`src/rtl/win_ctrl_pkg.sv`:
```
// Shared types for the window shift controller.
// Holds the FSM state encoding and the counter-width helper.
package win_ctrl_pkg;

  typedef enum logic [1:0] {
    S_IDLE,
    S_CLEAR,
    S_RUN,
    S_DONE
  } state_t;

  function automatic int cnt_w(input int n);
    return (n > 1) ? $clog2(n) : 1;
  endfunction

endpackage

```
`src/rtl/mod_counter.sv`:
```
// Modulo-MOD up counter with clear priority.
// wrap pulses on an enabled count from MOD-1 back to 0.
module mod_counter
  import win_ctrl_pkg::*;
#(
  parameter int MOD = 2
) (
  input  logic                  clk,
  input  logic                  rst,
  input  logic                  en,
  input  logic                  clr,
  output logic [cnt_w(MOD)-1:0] cnt,
  output logic                  wrap
);

  localparam int W = cnt_w(MOD);
  localparam logic [W-1:0] LAST = W'(MOD - 1);

  assign wrap = en && (cnt == LAST);

  always_ff @(posedge clk or posedge rst) begin
    if (rst) begin
      cnt <= '0;
    end else if (clr) begin
      cnt <= '0;
    end else if (en) begin
      cnt <= wrap ? '0 : cnt + W'(1);
    end
  end

endmodule

```
`src/rtl/window_shift_ctrl.sv`:
```
// Window shift controller: sequences line-buffer shifts, flags stride-aligned KxK windows.
// Define WIN_CTRL_STATS_EN to add win_cnt (windows consumed this frame).
module window_shift_ctrl
  import win_ctrl_pkg::*;
#(
  parameter int IMG_W  = 8,
  parameter int IMG_H  = 8,
  parameter int K      = 3,
  parameter int STRIDE = 1
) (
  input  logic                    clk,
  input  logic                    global_rst,
  input  logic                    start,
  input  logic                    in_valid,
  output logic                    in_ready,
  output logic                    sr_ce,
  output logic                    sr_clr,
  output logic                    win_valid,
  input  logic                    win_ready,
  output logic [cnt_w(IMG_W)-1:0] col_cnt,
  output logic [cnt_w(IMG_H)-1:0] row_cnt,
  output logic                    busy,
  output logic                    frame_done
`ifdef WIN_CTRL_STATS_EN
  ,
  output logic [15:0]             win_cnt
`endif
);

  localparam int CW = cnt_w(IMG_W);
  localparam int RW = cnt_w(IMG_H);
  localparam int PW = cnt_w(STRIDE);
  localparam logic [CW-1:0] COL0 = CW'(K - 1);
  localparam logic [RW-1:0] ROW0 = RW'(K - 1);

  state_t state, state_nx;

  logic          clr_st;
  logic          accept;
  logic          col_wrap, row_wrap;
  logic          cph_wrap, rph_wrap;
  logic          unused_wraps;
  logic          col_ge, row_ge;
  logic          win_set;
  logic [PW-1:0] cph, rph;

  assign busy     = (state != S_IDLE);
  assign in_ready = (state == S_RUN) && !(win_valid && !win_ready);
  assign accept   = in_valid && in_ready;
  assign col_ge   = (col_cnt >= COL0);
  assign row_ge   = (row_cnt >= ROW0);
  assign win_set  = accept && col_ge && row_ge
                 && (cph == '0) && (rph == '0);
  assign unused_wraps = cph_wrap ^ rph_wrap;

  always_ff @(posedge clk or posedge global_rst) begin
    if (global_rst) state <= S_IDLE;
    else            state <= state_nx;
  end

  always_comb begin
    state_nx   = state;
    sr_ce      = 1'b0;
    sr_clr     = 1'b0;
    clr_st     = 1'b0;
    frame_done = 1'b0;
    unique case (state)
      S_IDLE: begin
        if (start) state_nx = S_CLEAR;
      end
      S_CLEAR: begin
        sr_ce    = 1'b1;
        sr_clr   = 1'b1;
        clr_st   = 1'b1;
        state_nx = S_RUN;
      end
      S_RUN: begin
        sr_ce = accept;
        if (accept && col_wrap && row_wrap) state_nx = S_DONE;
      end
      S_DONE: begin
        // fire once no window is left waiting after this edge
        if (!win_valid || win_ready) begin
          frame_done = 1'b1;
          state_nx   = S_IDLE;
        end
      end
      default: state_nx = S_IDLE;
    endcase
  end

  mod_counter #(.MOD(IMG_W)) u_col (
    .clk  (clk),
    .rst  (global_rst),
    .en   (accept),
    .clr  (clr_st),
    .cnt  (col_cnt),
    .wrap (col_wrap)
  );

  mod_counter #(.MOD(IMG_H)) u_row (
    .clk  (clk),
    .rst  (global_rst),
    .en   (accept && col_wrap),
    .clr  (clr_st),
    .cnt  (row_cnt),
    .wrap (row_wrap)
  );

  // phases measure distance from the first window origin, mod STRIDE
  mod_counter #(.MOD(STRIDE)) u_cph (
    .clk  (clk),
    .rst  (global_rst),
    .en   (accept && col_ge),
    .clr  (clr_st || col_wrap),
    .cnt  (cph),
    .wrap (cph_wrap)
  );

  mod_counter #(.MOD(STRIDE)) u_rph (
    .clk  (clk),
    .rst  (global_rst),
    .en   (accept && col_wrap && row_ge),
    .clr  (clr_st || row_wrap),
    .cnt  (rph),
    .wrap (rph_wrap)
  );

  always_ff @(posedge clk or posedge global_rst) begin
    if (global_rst)   win_valid <= 1'b0;
    else if (clr_st)  win_valid <= 1'b0;
    else if (win_set) win_valid <= 1'b1;
    else if (win_ready) win_valid <= 1'b0;
  end

`ifdef WIN_CTRL_STATS_EN
  always_ff @(posedge clk or posedge global_rst) begin
    if (global_rst) begin
      win_cnt <= '0;
    end else if (clr_st) begin
      win_cnt <= '0;
    end else if (win_valid && win_ready && (win_cnt != 16'hFFFF)) begin
      win_cnt <= win_cnt + 16'd1;
    end
  end
`endif

endmodule
```
`config.mk`:
```
export PLATFORM = sky130hd
export DESIGN_NAME = window_shift_ctrl
export DESIGN_NICKNAME = d
export VERILOG_FILES = /design/src/rtl/win_ctrl_pkg.sv /design/src/rtl/mod_counter.sv /design/src/rtl/window_shift_ctrl.sv
export SDC_FILE = /design/constraint.sdc
export NUM_CORES = 1
export LEC_CHECK = 0
export BUFFER_PORTS_ARGS = -buffer_cell sky130_fd_sc_hd__buf_4
export CORE_MARGIN = 2
export CORE_UTILIZATION = 45
export DETAILED_ROUTE_END_ITERATION = 8
export GPL_ROUTABILITY_DRIVEN = 1
export PLACE_DENSITY = 0.7
export SETUP_SLACK_MARGIN = 0.02
export SYNTH_ARGS = -nofsm -noshare
export SYNTH_HDL_FRONTEND = slang
export SYNTH_SLANG_ARGS = --single-unit
```
`constraint.sdc`:
```
create_clock -name clk -period 1.5 [get_ports clk]
set_input_delay 0.3 -clock clk [delete_from_list [all_inputs] [get_ports clk]]
set_output_delay 0.3 -clock clk [all_outputs]
set_load 0.005 [all_outputs]
```
==> results of run 1 <==
## cell usage after synthesis (2+ instances only)
| cell | count | area share, % |
|---|---|---|
| sky130_fd_sc_hd__dfrtp_1 | 11 | 40 |
| sky130_fd_sc_hd__ha_1 | 10 | 18 |
| sky130_fd_sc_hd__a21oi_1 | 7 | 5.0 |
| sky130_fd_sc_hd__inv_1 | 7 | 3.8 |
| sky130_fd_sc_hd__nand2_1 | 6 | 3.2 |
| sky130_fd_sc_hd__nor2_1 | 4 | 2.2 |
| sky130_fd_sc_hd__and2_2 | 2 | 2.2 |
| sky130_fd_sc_hd__nand3b_1 | 2 | 2.2 |
| sky130_fd_sc_hd__nor3_1 | 2 | 1.4 |
| sky130_fd_sc_hd__nor3b_1 | 2 | 2.2 |
| sky130_fd_sc_hd__or3_1 | 2 | 1.8 |
## flip-flops by register name, indices dropped and copies added (netlist names)
| register | flops |
|---|---|
| u_cph.cnt | 1 |
| u_row.cnt | 3 |
| win_valid | 1 |
| state | 2 |
| u_rph.cnt | 1 |
| u_col.cnt | 3 |
## metal layers
layer  global-route usage [%]  up-vias  part of all wire (%)
met5                        0        -                     0
met4                    6.667        0                  0.99
met3                    5.957        2                   2.9
met2                    37.31       11                    55
met1                    21.66      298                    41
li1                         -      311                     -
## logic make-up (layout without fill, tap and decap cells)
| group | after synthesis | in the layout | synth area share [%] |
|---|---|---|---|
| fa+ha+maj | 10 | 10 | 17.99 |
| simple gates | 27 | 27 | 25.00 |
| flops | 11 | 11 | 39.57 |
| mux | 1 | 1 | 1.619 |
| buf+inv | 8 | 43 | 4.857 |
| compound gates | 12 | 12 | 10.97 |
## final cells by class
type / count / area, um^2 / area share, %
multi-input combinational: 50 / 476.7 / 44.10
tap: 16 / 20.02 / 1.852
timing repair buffer: 32 / 255.2 / 23.61
sequential: 11 / 276.5 / 25.58
clock buffer: 4 / 26.28 / 2.431
inverter: 7 / 26.28 / 2.431
## metrics by stage
| step | cell area (um^2) | TNS, ps | total power [uW] | utilization [%] |
|---|---|---|---|---|
| after global placement | 905.9 | 0 | 1099 | 61.56 |
| after global routing | 1081 | -758.9 | 1676 | 73.47 |
| after CTS | 1013 | -348.8 | 1509 | 68.88 |
| after detailed placement | 905.9 | -153.9 | 1127 | 61.56 |
| final | 1081 | -410.8 | 1564 | 73.47 |
| after floorplan | 698.2 | 0 | 802.1 | - |
## worst min-delay path by stage
stage	start	to	slack, ps	cells past startpoint
6_report	global_rst	u_col.cnt[0]$_DFFE_PP0P_	20	2
3_3_place_gp	global_rst	u_cph.cnt$_DFFE_PP0P_	330	2
5_1_grt	global_rst	u_col.cnt[1]$_DFFE_PP0P_	50	2
4_1_cts	global_rst	u_col.cnt[2]$_DFFE_PP0P_	30	2
3_5_place_dp	global_rst	u_rph.cnt$_DFFE_PP0P_	330	2
2_1_floorplan	global_rst	state[0]$_DFFE_PP0P_	150	1
## cell usage in the layout (no fill, tap or decap), drive strengths merged
cell type and instances:
a21oi 7, a41oi 1, and2 2, and3 1
buf 32, clkbuf 4, dfrtp 11, ha 10
inv 7, mux2 1, nand2 6, nand2b 1
nand3 1, nand3b 2, nand4 1, nor2 4
nor3 2, nor3b 2, nor4 1, o21a 1
o22ai 1, o311ai 1, o32a 1, or2 1
or3 2, or3b 1
## power groups by stage
stage	sequential [uW]	combinational [uW]	clock [uW]
floorplan	410	392	0
global placement	391	708	0
detailed placement	397	730	0
CTS	406	892	211
global route	413	1040	226
finish	406	948	210
## what timing repair did
item                                    CTS  global route
gates resized for setup                  12            13
hold buffers                              0             0
buffers inserted                          6             1
endpoints found under the setup margin    7            10
pin swaps                                 3             2
endpoints found under the hold margin     0             0
==> metrics.json, run 1 <==
{
  "status": {
    "outcome": "complete, but fails checks",
    "violations": "setup timing"
  },
  "detailed_routing": {
    "detail_route.vias_per_cell": 5.183,
    "ant_nets": 0,
    "avgRoutedWirePerCell_um": 14.30,
    "drt_wirelength_um": 1716,
    "via_count": 622,
    "detailedRoute.firstPassIterationCount": 4,
    "drc": 0,
    "detailedRoute.firstIterationViolations": 4
  },
  "finish": {
    "number_of_diodes_added_for_antenna_fixing": 0,
    "stdcell_count": 120,
    "fin_nets": 120,
    "fillCellCount": 108,
    "flow.area_growth_from_synthesis_pct": 55.40,
    "drive_above_1_share_pct": 53.85
  },
  "grt": {
    "grt_pass1_wl_um": 2801,
    "grt_max_degree": 12,
    "grt_overflow": 0,
    "grt_usage_pct": 20.19,
    "antenna_found_initial": 0,
    "number_of_global_route_vias_before_repair": 692
  },
  "power_and_ir_drop": {
    "share_clk_of_total_power_pct": 13.4,
    "power-per-cell-area_nw_per_um2": 1446,
    "p_int_uw": 999.3,
    "ir_drop_mv": 1.316,
    "switching_share_pct": 36.09,
    "netSwitchingPower_uw": 564.2,
    "seqPwrFrac_pct": 26.0,
    "leakagePower_uw": 0.0005288,
    "p_comb_share_pct": 60.6
  },
  "timing": {
    "hold-worst-slack_ps": 16.73,
    "unrepaired_setup_endpoints_after_global_routing": "yes",
    "finalSetupViolCount": 6,
    "rel_slew_slack_pct": 68.87,
    "drv_slew": 0,
    "timing.final.crit_period_ps": 1631,
    "fin_crit_sh_pct": 108.7,
    "achievable-frequency_mhz": 613.3,
    "worstMarginPinSlew_ps": 461.1,
    "finalClockSkew_ps": 5.281,
    "final-hold-violation-count": 0,
    "postLayoutSetupSlackWorst_ps": -130.5
  },
  "setup_path": {
    "crit_fanout": 4,
    "timing.reg2reg.setup_slack_ps": -90,
    "worst_path_largest_cell_delay_ps": 450,
    "critical_path.n_buffers_inverters": 1,
    "setup.worst_path.end_class": "output pin",
    "cp-start-kind": "flip-flop",
    "worst_path_dominant_cell_family": "flip-flops",
    "crit_start": "state[1]$_DFFE_PP0P_",
    "r2r-end": "state[1]$_DFFE_PP0P_",
    "crit_path_end": "sr_ce",
    "worstReg2RegStart": "state[1]$_DFFE_PP0P_",
    "worstPathRequired_ps": 1200,
    "crit_chain": "ha_4 -> and3_4 -> o21a_1 -> buf_4",
    "cp_data_arrival_time_ps": 1330,
    "worstSetupPathDepth": 4,
    "cpMaxStageDelayCell": "sky130_fd_sc_hd__dfrtp_2",
    "reg2regPathDepth": 7,
    "worst-setup-path-type": "reg -> out"
  },
  "clock_network": {
    "h-tree-depth": 1,
    "cts.path.max_buffers": 2,
    "num_clock_sinks": 11,
    "cts_inserted_buffers": 3,
    "root_buffer": "sky130_fd_sc_hd__clkbuf_4",
    "cts.reportedPaths.clkPinSlew_ps": 80,
    "worstSkewPairLatency_ps": 270,
    "tritoncts_clock_tree": "built"
  },
  "logic_synthesis": {
    "ys_async_sr_fraction_pct": 100.0,
    "synth_top_flop_cell": "sky130_fd_sc_hd__dfrtp_1",
    "syn_area_per_cell_um2": 10.08,
    "yosysWarningCount": 0,
    "synth-seq-area-share_pct": 39.57,
    "mappedNetlistArea_um2": 695.7,
    "post_synth_num_cell_types": 25,
    "synth-edff-count": 0,
    "syn-num-nets": 84,
    "postSynthRegisterBits": 11,
    "netlist_instances": 69
  },
  "floorplanning": {
    "die-area_um2": 1877,
    "floorplan.core_area_um2": 1471,
    "pin_count": 17,
    "floorplan.initialDensity_pct": 47.28,
    "die_height_um": 43.32,
    "die_x_um": 43.32,
    "number_of_rows_in_the_core_area": 14
  },
  "placement": {
    "place.detailed.hpwl_um": 1143,
    "final_weighted_congestion_in_routability_driven_placement": 0.7976,
    "place_worst_setup_slack_ps": -67.62,
    "numPortBuffers": 16,
    "dp.cells": 110
  },
  "min_path": {
    "worstHoldPathType": "in -> async"
  },
  "run": {
    "max_cap_viol_count": 0
  }
}
Note: power is estimated with default switching activity, not from simulation.
==> inputs of run 2 (changes only) <==
--- a/config.mk
+++ b/config.mk
@@ -5,7 +5,7 @@
 export SDC_FILE = /design/constraint.sdc
 export NUM_CORES = 1
 export LEC_CHECK = 0
-export BUFFER_PORTS_ARGS = -buffer_cell sky130_fd_sc_hd__buf_4
+export BUFFER_PORTS_ARGS = -buffer_cell sky130_fd_sc_hd__buf_2
 export CORE_MARGIN = 2
 export CORE_UTILIZATION = 45
 export DETAILED_ROUTE_END_ITERATION = 8
==> run 2 against run 1 <==
Effect of this change: core utilization down 5.2 points; worst setup slack better by 21 ps; critical endpoint unchanged; worst hold slack worse by 4.4 ps; clock power down 3%; final area fell by 7.1%; routed wire length decreased by 7.8%; non-clock buffer count is 2 lower; the flow still finishes with violations (setup timing); critical path depth unchanged.
==> metrics.json, run 2 (synthesis gave the netlist of run 1 again) <==
{
  "detailed_routing": {
    "avgRoutedWirePerCell": {"value": 13.42, "unit": "um", "change": "-6.2%"},
    "via_count": {"value": 605, "change": "-2.7%"},
    "detail_route.vias_per_cell": {"value": 5.127, "change": "-1.1%"},
    "detailedRoute.firstIterationViolations": {"value": 8, "change": "+4"},
    "drc": {"value": 0, "change": "unchanged"},
    "detailedRoute.firstPassIterationCount": {"value": 6, "change": "+2"},
    "drt_wirelength": {"value": 1583, "unit": "um", "change": "-7.8%"},
    "ant_nets": {"value": 0, "change": "unchanged"}
  },
  "floorplanning": {
    "die_x": {"value": 43.32, "unit": "um", "change": "unchanged"},
    "pin_count": {"value": 17, "change": "unchanged"},
    "die_height": {"value": 43.32, "unit": "um", "change": "unchanged"},
    "floorplan.initialDensity": {"value": 47.28, "unit": "%", "change": "unchanged"},
    "number_of_rows_in_the_core_area": {"value": 14, "change": "unchanged"},
    "die-area": {"value": 1877, "unit": "um^2", "change": "unchanged"},
    "floorplan.core_area": {"value": 1471, "unit": "um^2", "change": "unchanged"}
  },
  "finish": {
    "drive_above_1_share": {"value": 52.94, "unit": "%", "change": "-0.90 points"},
    "reg.largest.list": "u_col.cnt x3, u_row.cnt x3, state x2",
    "register_area": {"value": 276.5, "unit": "um^2", "change": "unchanged"},
    "fin_nets": {"value": 118, "change": "-1.7%"},
    "mostFrequentLayoutCells": "sky130_fd_sc_hd__buf_2, sky130_fd_sc_hd__buf_4, sky130_fd_sc_hd__dfrtp_1",
    "layout.cells.most_common": "sky130_fd_sc_hd__buf_2",
    "final_core_util": {"value": 68.28, "unit": "%", "change": "-5.2 points"},
    "multi_input_combinational_cell_area": {"value": 462.9, "unit": "um^2", "change": "-2.9%"},
    "fillCellCount": {"value": 122, "change": "+13%"},
    "flow.area_growth_from_synthesis_pct": 44.42,
    "number_of_diodes_added_for_antenna_fixing": {"value": 0, "change": "unchanged"},
    "layout.cell_area.non_filler": {"value": 1005, "unit": "um^2", "change": "-7.1%"}
  },
  "placement": {
    "dpl_cell_area": {"value": 858.3, "unit": "um^2", "change": "-5.2%"},
    "place.detailed.hpwl": {"value": 1140, "unit": "um", "change": "-0.30%"},
    "numPortBuffers": {"value": 16, "change": "unchanged"},
    "final_weighted_congestion_in_routability_driven_placement": {"value": 0.7942, "change": "-0.43%"}
  },
  "grt": {
    "grt_usage": {"value": 18.29, "unit": "%", "change": "-1.9 points"},
    "grt_max_degree": {"value": 12, "change": "unchanged"},
    "grt_overflow": {"value": 0, "change": "unchanged"},
    "number_of_global_route_vias_before_repair": {"value": 575, "change": "-17%"},
    "antenna_found_initial": {"value": 0, "change": "unchanged"},
    "grt_pass1_wl": {"value": 2456, "unit": "um", "change": "-12%"}
  },
  "setup_path": {
    "worst_path_dominant_cell_family": "flip-flops",
    "timing.reg2reg.setup_slack": {"value": -70, "unit": "ps", "change": "+20 ps"},
    "worst_path_largest_cell_delay": {"value": 450, "unit": "ps", "change": "about the same"},
    "r2r-end": "state[1]$_DFFE_PP0P_",
    "setup.worst_path.end_class": "output pin",
    "crit_fanout": {"value": 4, "change": "unchanged"},
    "worst-setup-path-type": "reg -> out",
    "cp-start-kind": "flip-flop",
    "worstReg2RegStart": "state[1]$_DFFE_PP0P_",
    "critical_path.n_buffers_inverters": {"value": 1, "change": "unchanged"},
    "reg2regPathDepth": {"value": 7, "change": "unchanged"},
    "cpMaxStageDelayCell": "sky130_fd_sc_hd__dfrtp_2",
    "cp_data_arrival_time": {"value": 1310, "unit": "ps", "change": "-20 ps"},
    "worstPathRequired": {"value": 1200, "unit": "ps", "change": "about the same"},
    "crit_chain": "ha_4 -> and3_4 -> o21a_1 -> buf_2"
  },
  "clock_network": {
    "num_clock_sinks": {"value": 11, "change": "unchanged"},
    "tritoncts_clock_tree": "built",
    "cts.reportedPaths.clkPinSlew": {"value": 70, "unit": "ps", "change": "about the same"},
    "h-tree-depth": {"value": 1, "change": "unchanged"},
    "cts_inserted_buffers": {"value": 3, "change": "unchanged"},
    "root_buffer": "sky130_fd_sc_hd__clkbuf_4",
    "cts.path.max_buffers": {"value": 2, "change": "unchanged"},
    "worstSkewPairLatency": {"value": 270, "unit": "ps", "change": "about the same"},
    "cts_hold_repair.buffers": {"value": 0, "change": "unchanged"}
  },
  "power_and_ir_drop": {
    "post-layout-total-power": {"value": 1436, "unit": "uW", "change": "-8.2%"},
    "power-per-cell-area": {"value": 1429, "unit": "nW/um^2", "change": "-1.2%"},
    "leakagePower": {"value": 0.0005009, "unit": "uW", "change": "-5.3%"},
    "ir_drop": {"value": 1.179, "unit": "mV", "change": "-10%"}
  },
  "status": {
    "outcome": "complete, but fails checks",
    "violations": "setup timing"
  },
  "timing": {
    "finalSetupViolCount": {"value": 4, "change": "-2"},
    "postLayoutSetupSlackWorst": {"value": -109.4, "unit": "ps", "change": "+21.07 ps"},
    "fin_crit_sh": {"value": 107.3, "unit": "%", "change": "-1.4 points"},
    "finalClockSkew": {"value": 2.687, "unit": "ps", "change": "-2.594 ps"},
    "drv_slew": {"value": 0, "change": "unchanged"},
    "rel_slew_slack": {"value": 71.59, "unit": "%", "change": "+2.7 points"},
    "unrepaired_setup_endpoints_after_global_routing": "yes",
    "timing.final.crit_period": {"value": 1609, "unit": "ps", "change": "-21.07 ps"},
    "achievable-frequency": {"value": 621.3, "unit": "MHz", "change": "+1.3%"},
    "final-hold-violation-count": {"value": 0, "change": "unchanged"},
    "worstMarginPinSlew": {"value": 425.8, "unit": "ps", "change": "-35.36 ps"}
  },
  "min_path": {
    "worstHoldPathType": "in -> async"
  },
  "run": {
    "max_cap_viol_count": {"value": 0, "change": "unchanged"}
  }
}
run 2: repair_timing:
| action | CTS | global route |
|---|---|---|
| endpoints found under the hold margin | 0 | 0 |
| resized for setup | 10 | 10 |
| endpoints found under the setup margin | 6 | 10 |
| setup buffers | 4 | 1 |
| pin swaps | 1 | 5 |
run 2: how the worst max path moves through the flow:
| stage | start | endpoint | slack, ps | cells after the start |
|---|---|---|---|---|
| after global routing | state[1]$_DFFE_PP0P_ | sr_ce | -150 | 4 |
| after floorplan | u_col.cnt[1]$_DFFE_PP0P_ | u_row.cnt[2]$_DFFE_PP0P_ | 30 | 5 |
| after detailed placement | state[0]$_DFFE_PP0P_ | u_row.cnt[2]$_DFFE_PP0P_ | -50 | 5 |
| final | state[1]$_DFFE_PP0P_ | sr_ce | -110 | 4 |
| after CTS | state[1]$_DFFE_PP0P_ | sr_ce | -110 | 4 |
| after global placement | u_col.cnt[0]$_DFFE_PP0P_ | state[1]$_DFFE_PP0P_ | 20 | 5 |
run 2: where the power goes:
group          internal, uW  switching (uW)  total, uW
clock                   103             101        204
sequential              356            50.3        406
combinational           441             385        826
run 2: through the flow:
stage / hold slack, ps / TNS [ps] / cells / setup slack [ps]
floorplan: 152.4 / 0 / 69 / 26.56
global placement: 312.7 / 0 / 109 / 17.25
detailed placement: 308.6 / -102.7 / 109 / -53.30
CTS: 18.32 / -370.7 / 117 / -113.1
global route: 52.54 / -675.8 / 118 / -152.3
finish: 12.28 / -334.0 / 118 / -109.4
run 2: layout make-up:
class                           instances  share of cell area, %
Multi-Input combinational cell         50                  46.08
Sequential cell                        11                  27.52
Timing Repair Buffer                   30                  19.18
Clock buffer                            4                  2.615
Inverter                                7                  2.615
Tap cell                               16                  1.993
run 2: layer usage:
layer  GRT usage [%]  wire length [um]  vias to the layer above
met5               0                 0                        -
met4           9.091                20                        0
met3           5.106                43                        2
met2           30.15               813                       11
met1           21.72               705                      280
li1                -                 -                      312
